[src/rtl/control_pipeline_pkg.sv]
// Shared widths, forwarding encodings and pipeline-register layouts for control_pipeline.
package control_pipeline_pkg;

  localparam int ALUOP_W = 3;
  localparam int REG_W   = 5;

  typedef logic [REG_W-1:0] reg_idx_t;

  // EX operand source: register file, EX/MEM result, or MEM/WB result.
  typedef enum logic [1:0] {
    FWD_RF  = 2'b00,
    FWD_WB  = 2'b01,
    FWD_MEM = 2'b10
  } fwd_sel_t;

  // ID/EX keeps every decoded bit plus the register fields used by hazard and forwarding logic.
  typedef struct packed {
    logic               valid;
    logic               reg_dst;
    logic               alu_src;
    logic               mem_to_reg;
    logic               reg_write;
    logic               mem_read;
    logic               mem_write;
    logic               branch;
    logic [ALUOP_W-1:0] alu_op;
    reg_idx_t           rs;
    reg_idx_t           rt;
    reg_idx_t           rd;
  } id_ex_t;

  // EX/MEM keeps only what the memory and write-back stages still need.
  typedef struct packed {
    logic     valid;
    logic     mem_read;
    logic     mem_write;
    logic     branch;
    logic     reg_write;
    logic     mem_to_reg;
    reg_idx_t wreg;
  } ex_mem_t;

  typedef struct packed {
    logic     valid;
    logic     reg_write;
    logic     mem_to_reg;
    reg_idx_t wreg;
  } mem_wb_t;

  // True when an older stage will write the register an EX operand reads; r0 never counts.
  function automatic logic writer_matches(input logic valid, input logic reg_write,
                                          input reg_idx_t wreg, input reg_idx_t src);
    return valid && reg_write && (wreg != '0) && (wreg == src);
  endfunction

endpackage

[src/rtl/fwd_unit.sv]
// Operand forwarding select for both EX operands; the younger EX/MEM result wins over MEM/WB.
module fwd_unit
  import control_pipeline_pkg::*;
(
  input  logic     [REG_W-1:0] ex_rs_i,
  input  logic     [REG_W-1:0] ex_rt_i,
  input  logic                 mem_valid_i,
  input  logic                 mem_reg_write_i,
  input  logic     [REG_W-1:0] mem_wreg_i,
  input  logic                 wb_valid_i,
  input  logic                 wb_reg_write_i,
  input  logic     [REG_W-1:0] wb_wreg_i,
  output fwd_sel_t             fwd_a_o,
  output fwd_sel_t             fwd_b_o
);

  // Same priority test applied independently to rs and rt.
  always_comb begin
    fwd_a_o = FWD_RF;
    fwd_b_o = FWD_RF;
    if (writer_matches(mem_valid_i, mem_reg_write_i, mem_wreg_i, ex_rs_i)) begin
      fwd_a_o = FWD_MEM;
    end else if (writer_matches(wb_valid_i, wb_reg_write_i, wb_wreg_i, ex_rs_i)) begin
      fwd_a_o = FWD_WB;
    end
    if (writer_matches(mem_valid_i, mem_reg_write_i, mem_wreg_i, ex_rt_i)) begin
      fwd_b_o = FWD_MEM;
    end else if (writer_matches(wb_valid_i, wb_reg_write_i, wb_wreg_i, ex_rt_i)) begin
      fwd_b_o = FWD_WB;
    end
  end

endmodule

[src/rtl/control_pipeline.sv]
// Control-side ID/EX, EX/MEM, MEM/WB registers with load-use stall, flush, external freeze
// and operand forwarding selection.
module control_pipeline
  import control_pipeline_pkg::*;
(
  input  logic               clk,
  input  logic               rst,
  input  logic               id_valid,
  input  logic               id_RegDst,
  input  logic               id_ALUSrc,
  input  logic               id_MemtoReg,
  input  logic               id_RegWrite,
  input  logic               id_MemRead,
  input  logic               id_MemWrite,
  input  logic               id_Branch,
  input  logic [ALUOP_W-1:0] id_ALUOp,
  input  logic [REG_W-1:0]   id_rs,
  input  logic [REG_W-1:0]   id_rt,
  input  logic [REG_W-1:0]   id_rd,
  input  logic               ext_stall,
  input  logic               flush,
  output logic               ex_valid,
  output logic               ex_ALUSrc,
  output logic [ALUOP_W-1:0] ex_ALUOp,
  output logic [REG_W-1:0]   ex_wreg,
  output logic               mem_valid,
  output logic               mem_MemRead,
  output logic               mem_MemWrite,
  output logic               mem_Branch,
  output logic               mem_RegWrite,
  output logic [REG_W-1:0]   mem_wreg,
  output logic               wb_RegWrite,
  output logic               wb_MemtoReg,
  output logic [REG_W-1:0]   wb_wreg,
  output logic               hz_stall,
  output logic [1:0]         fwd_a,
  output logic [1:0]         fwd_b
);

  id_ex_t   id_ex_q, id_ex_d, id_ex_in;
  ex_mem_t  ex_mem_q, ex_mem_d, ex_mem_in;
  mem_wb_t  mem_wb_q, mem_wb_d, mem_wb_in;
  fwd_sel_t fwd_a_sel, fwd_b_sel;

  // Pack the ID-stage instruction; an empty ID slot enters as a clean bubble.
  always_comb begin
    id_ex_in = '0;
    if (id_valid) begin
      id_ex_in.valid      = 1'b1;
      id_ex_in.reg_dst    = id_RegDst;
      id_ex_in.alu_src    = id_ALUSrc;
      id_ex_in.mem_to_reg = id_MemtoReg;
      id_ex_in.reg_write  = id_RegWrite;
      id_ex_in.mem_read   = id_MemRead;
      id_ex_in.mem_write  = id_MemWrite;
      id_ex_in.branch     = id_Branch;
      id_ex_in.alu_op     = id_ALUOp;
      id_ex_in.rs         = id_rs;
      id_ex_in.rt         = id_rt;
      id_ex_in.rd         = id_rd;
    end
  end

  assign ex_wreg = id_ex_q.reg_dst ? id_ex_q.rd : id_ex_q.rt;

  // A load in EX whose target feeds the ID instruction must be held back one cycle.
  assign hz_stall = id_valid && id_ex_q.valid && id_ex_q.mem_read && (id_ex_q.rt != '0) &&
                    ((id_ex_q.rt == id_rs) || (id_ex_q.rt == id_rt));

  assign ex_mem_in = '{valid:      id_ex_q.valid,
                       mem_read:   id_ex_q.mem_read,
                       mem_write:  id_ex_q.mem_write,
                       branch:     id_ex_q.branch,
                       reg_write:  id_ex_q.reg_write,
                       mem_to_reg: id_ex_q.mem_to_reg,
                       wreg:       ex_wreg};

  assign mem_wb_in = '{valid:      ex_mem_q.valid,
                       reg_write:  ex_mem_q.reg_write,
                       mem_to_reg: ex_mem_q.mem_to_reg,
                       wreg:       ex_mem_q.wreg};

  // Next-state selection: external freeze beats flush, flush beats load-use stall.
  always_comb begin
    // NOTE: hold is assigned to every target before the priority chain, so no path leaves one unassigned and no latch is inferred.
    id_ex_d  = id_ex_q;
    ex_mem_d = ex_mem_q;
    mem_wb_d = mem_wb_q;
    if (!ext_stall) begin
      mem_wb_d = mem_wb_in;
      if (flush) begin
        id_ex_d  = '0;
        ex_mem_d = '0;
      end else if (hz_stall) begin
        id_ex_d  = '0;
        ex_mem_d = ex_mem_in;
      end else begin
        id_ex_d  = id_ex_in;
        ex_mem_d = ex_mem_in;
      end
    end
  end

  // Pipeline registers; reset turns every stage into a bubble regardless of stall or flush.
  always_ff @(posedge clk) begin
    // NOTE: non-blocking assignments let all three stages sample pre-edge values and shift together.
    if (rst) begin
      id_ex_q  <= '0;
      ex_mem_q <= '0;
      mem_wb_q <= '0;
    end else begin
      id_ex_q  <= id_ex_d;
      ex_mem_q <= ex_mem_d;
      mem_wb_q <= mem_wb_d;
    end
  end

  fwd_unit u_fwd (
    .ex_rs_i         (id_ex_q.rs),
    .ex_rt_i         (id_ex_q.rt),
    .mem_valid_i     (ex_mem_q.valid),
    .mem_reg_write_i (ex_mem_q.reg_write),
    .mem_wreg_i      (ex_mem_q.wreg),
    .wb_valid_i      (mem_wb_q.valid),
    .wb_reg_write_i  (mem_wb_q.reg_write),
    .wb_wreg_i       (mem_wb_q.wreg),
    .fwd_a_o         (fwd_a_sel),
    .fwd_b_o         (fwd_b_sel)
  );

  assign fwd_a        = fwd_a_sel;
  assign fwd_b        = fwd_b_sel;

  assign ex_valid     = id_ex_q.valid;
  assign ex_ALUSrc    = id_ex_q.alu_src;
  assign ex_ALUOp     = id_ex_q.alu_op;

  assign mem_valid    = ex_mem_q.valid;
  assign mem_MemRead  = ex_mem_q.mem_read;
  assign mem_MemWrite = ex_mem_q.mem_write;
  assign mem_Branch   = ex_mem_q.branch;
  assign mem_RegWrite = ex_mem_q.valid && ex_mem_q.reg_write;
  assign mem_wreg     = ex_mem_q.wreg;

  assign wb_RegWrite  = mem_wb_q.valid && mem_wb_q.reg_write;
  assign wb_MemtoReg  = mem_wb_q.mem_to_reg;
  assign wb_wreg      = mem_wb_q.wreg;

endmodule
[config.mk]
export PLATFORM = sky130hd
export DESIGN_NAME = control_pipeline
export DESIGN_NICKNAME = d
export VERILOG_FILES = /design/src/rtl/control_pipeline_pkg.sv /design/src/rtl/fwd_unit.sv /design/src/rtl/control_pipeline.sv
export SDC_FILE = /design/constraint.sdc
export NUM_CORES = 1
export LEC_CHECK = 0
export BUFFER_PORTS_ARGS = -buffer_cell sky130_fd_sc_hd__buf_2
export CORE_ASPECT_RATIO = 1.4
export CORE_UTILIZATION = 55
export CTS_CLUSTER_SIZE = 25
export DETAILED_ROUTE_END_ITERATION = 16
export GPL_ROUTABILITY_DRIVEN = 0
export PLACE_DENSITY = 0.92
export SLEW_MARGIN = 10
export SYNTH_ARGS = -nofsm -noshare
export SYNTH_HDL_FRONTEND = slang
export SYNTH_SLANG_ARGS = --single-unit
[constraint.sdc]
create_clock -name clk -period 4.3 [get_ports clk]
set_clock_uncertainty 0.05 [all_clocks]
set_input_delay 0.215 -clock clk [delete_from_list [all_inputs] [get_ports clk]]
set_output_delay 0.215 -clock clk [all_outputs]
set_load 0.02 [all_outputs]
==> summary.md <==
| Metric | Value |
|---|---|
| RSZ-0062 raised after global routing | false |
| Synth Register Bits | 45 |
| Count of final hold-check violations | 0 |
| Number of diodes | 0 |
| Clk_lat worst skew | 0.30 ns |
| Setup-failing EPs final | 0 |
| Critical path arrival | 2.00 ns |
| Number of synthesized flops with an enable pin | 0 |
| Min Tclk post-route | 2.27 ns |
| Antenna violations before repair | 0 |
| Netlist cell types | 31 |
| Layout cells sized above 1 | 33.2% |
| Ports | 62 |
| Clk buf depth | 2 |
| Port bufs | 61 |
| CTS Hold Buffers Added | 0 |
| Post-synthesis adder-cell area fraction | 0% |
| FMAX | 0.441 GHz |
| Post-Syn Area | 2090 um^2 |
| Crit path kind | flip-flop to output port |
| Clock Sinks | 45 |
| Critical path endpoint category | output port |
| Worst setup SP type | flip-flop |
| Die ar. | 4050 um^2 |
| Avg Cell Area, Syn | 10.1 um^2 |
| Final Instance Area | 2380 um^2 |
| Max Cap Viol | 0 |
| Total number of vias | 1645 |
| Layer with the highest usage | met2 |
| Total Neg Setup Slack | 0 ns |
| Fraction of the mapped netlist area in compound gates | 16.3% |
| Drt pass-1 iters | 4 |
| WL per Instance | 15.9 um |
| Crit-path leading delay family | simple AND/OR/NAND/NOR gates |
| CP max stage cell | or4_1 |
| Synth top area share | 43.1% |
| First-pass GRT wire length | 7090 um |
| Status | completed |
| Vias in the first global route | 1539 |
| Largest net degree at the start of global routing | 28 |
| Die height | 74.9 um |
| CTS root buffer | clkbuf_8 |
| Antenna Nets Post-Route | 0 |
| Max Slew Vio Count | 0 |
| Ranking of synthesized cells by area | dfxtp_1, a22o_1, xnor2_1 |
| Met2 Usage GRT | 39.1% |
| CTS clk-pin slew, worst paths | 0.08 ns |
| DRC viols | 0 |
| Min Hold Slack | 0.0775 ns |
| H-tree depth | 2 |
| Final HPWL DP | 3190 um |
| GR Util All Layers | 24.5% |
| GRT met1 Usage | 29.0% |
| CTS buffer count | 5 |
| Row count | 26 |
| Total Routed Length | 4590 um |
| Placed insts | 281 |
| Post-CTS setup buffer count | 0 |
| Sequential fraction of the synthesis area | 43.1% |
| Area growth syn-to-layout | 14.1% |
| Worst Tran Pin Value | 0.988 ns |
| Max FO, Critical Path | 6 |
| Synth area leader | dfxtp_1 |
| CTS tree | yes |
| Drt first-iter violations | 43 |
| PwrDens | 346 nW/um^2 |
| CP Buf/Inv Count | 1 |
| Simple-gate share of the synthesized area | 12.8% |
| # nets final | 276 |
| Area after DPL | 2270 um^2 |
| M3 GR Usage | 7.27% |
| Synth Instances | 207 |
| Max stage delay on crit path | 0.56 ns |
| Core ar. | 3640 um^2 |
| Post-Synth XOR/XNOR Area | 12.6% |
| Total gr overflow | 0 |
| Vias per cell | 5.69 |
| Leak pwr | 1.14 nW |
| Chip width | 54.1 um |
| Top_reg_cell synth | dfxtp_1 |
| Post-synthesis async set-or-reset flop share | 0% |
| CTS resizes | 0 |
| Max VDD drop | 276 uV |
| Crit share post-route | 52.8% |
| Initial Util | 57.3% |
| Synthesized Nets | 237 |
| Yosys warns | 0 |
| HP Class | input port to flip-flop |
| Final cell count without fillers | 289 |
| Post-synthesis mux area share | 6.53% |
| Worst Path Required | 4.03 ns |
| CP cell instances | or4_1 > o21ai_2 > nor4_1 > nor4_2 > buf_2 |
| Largest family of logic cells by synthesized area | compound AO/OA/AOI/OAI gates |
| Total power | 0.826 mW |
| Slew HR | 33.9% |
==> worst register-to-register path, cell delays in order, from the launching register on <==
cell and delay [ns]:
dfxtp_1 0.53, xnor2_1 0.14, nand3_1 0.11, o22ai_2 0.11
a21oi_4 0.56, a22o_1 0.26
==> final cells by class <==
class	instances	area, um^2
Clock buffer	7	86.3
Clock inverter	1	30.0
Fill cell	304	1260
Multi-Input combinational cell	133	1010
Sequential cell	45	901
Tap cell	42	52.6
Timing Repair Buffer	61	305
==> path summary, 6_finish.rpt <==
kind | from | endpoint | slack (ns) | cells after the start
max | mem_wreg[1] | fwd_b[0] | 2.03 | 5
min | id_MemtoReg | ex_mem_in[5] | 0.08 | 2
max reg2reg | id_ex_q[5] | id_ex_q[13] | 2.48 | 5
min reg2reg | ex_ALUOp[1] | ex_ALUOp[1] | 0.42 | 1
==> synth_stat cells, types with 3 or more instances <==
| cell | number |
|---|---|
| nor3b_1 | 6 |
| buf_4 | 13 |
| a22oi_1 | 5 |
| and2_1 | 3 |
| a22o_1 | 25 |
| xnor2_1 | 16 |
| nor2_1 | 20 |
| xor2_1 | 14 |
| clkbuf_1 | 6 |
| mux2i_1 | 8 |
| mux2_2 | 5 |
| buf_2 | 7 |
| a21oi_1 | 7 |
| dfxtp_1 | 45 |
| nand3_1 | 5 |
==> stage by stage <==
| stage | util [%] | setup WS [ns] |
|---|---|---|
| after floorplan | - | 2.10 |
| after global routing | 65.5 | 1.92 |
| after global placement | 62.3 | 2.35 |
| after detailed placement | 62.3 | 2.35 |
| after CTS | 65.5 | 2.03 |
| final | 65.5 | 2.03 |
==> power by group <==
| group | switching [mW] | internal, mW |
|---|---|---|
| clock | 0.139 | 0.189 |
| combinational | 0.0351 | 0.0302 |
| sequential | 0.00869 | 0.423 |
==> cell usage in the layout (no fill, tap or decap), types with 3 or more instances in the layout <==
cell,synthesis,final
xnor2_1,16,16
buf_2,7,61
xor2_1,14,14
clkbuf_8,0,6
a21oi_1,7,7
nor3b_1,6,6
nand3_1,5,5
mux2_2,5,5
dfxtp_1,45,45
a22oi_1,5,5
and2_1,3,3
a22o_1,25,25
mux2i_1,8,8
nor2_1,20,20
==> flip-flops by register name, summed over array words and instances (netlist names) <==
signal	count
ex_mem_in	5
ex_valid	1
mem_wreg	5
mem_wb_q	2
id_ex_q	16
ex_mem_q	2
mem_MemRead	1
mem_valid	1
wb_MemtoReg	1
mem_Branch	1
ex_ALUSrc	1
ex_ALUOp	3
mem_MemWrite	1
wb_wreg	5
==> per-layer routing <==
layer  up-vias  share of wire, %
met2        62                49
li1        789                 -
met5         -                 0
met1       781                41
met4         0               3.5
met3        13               6.4
==> logic make-up after synthesis <==
logic type / count (synthesis)
AND/OR/NAND/NOR: 48
buffers and inverters: 29
AO/OA/AOI/OAI: 42
XOR/XNOR: 30
flip-flops: 45
multiplexers: 13
No activity file was read; power rests on OpenSTA's default activity.
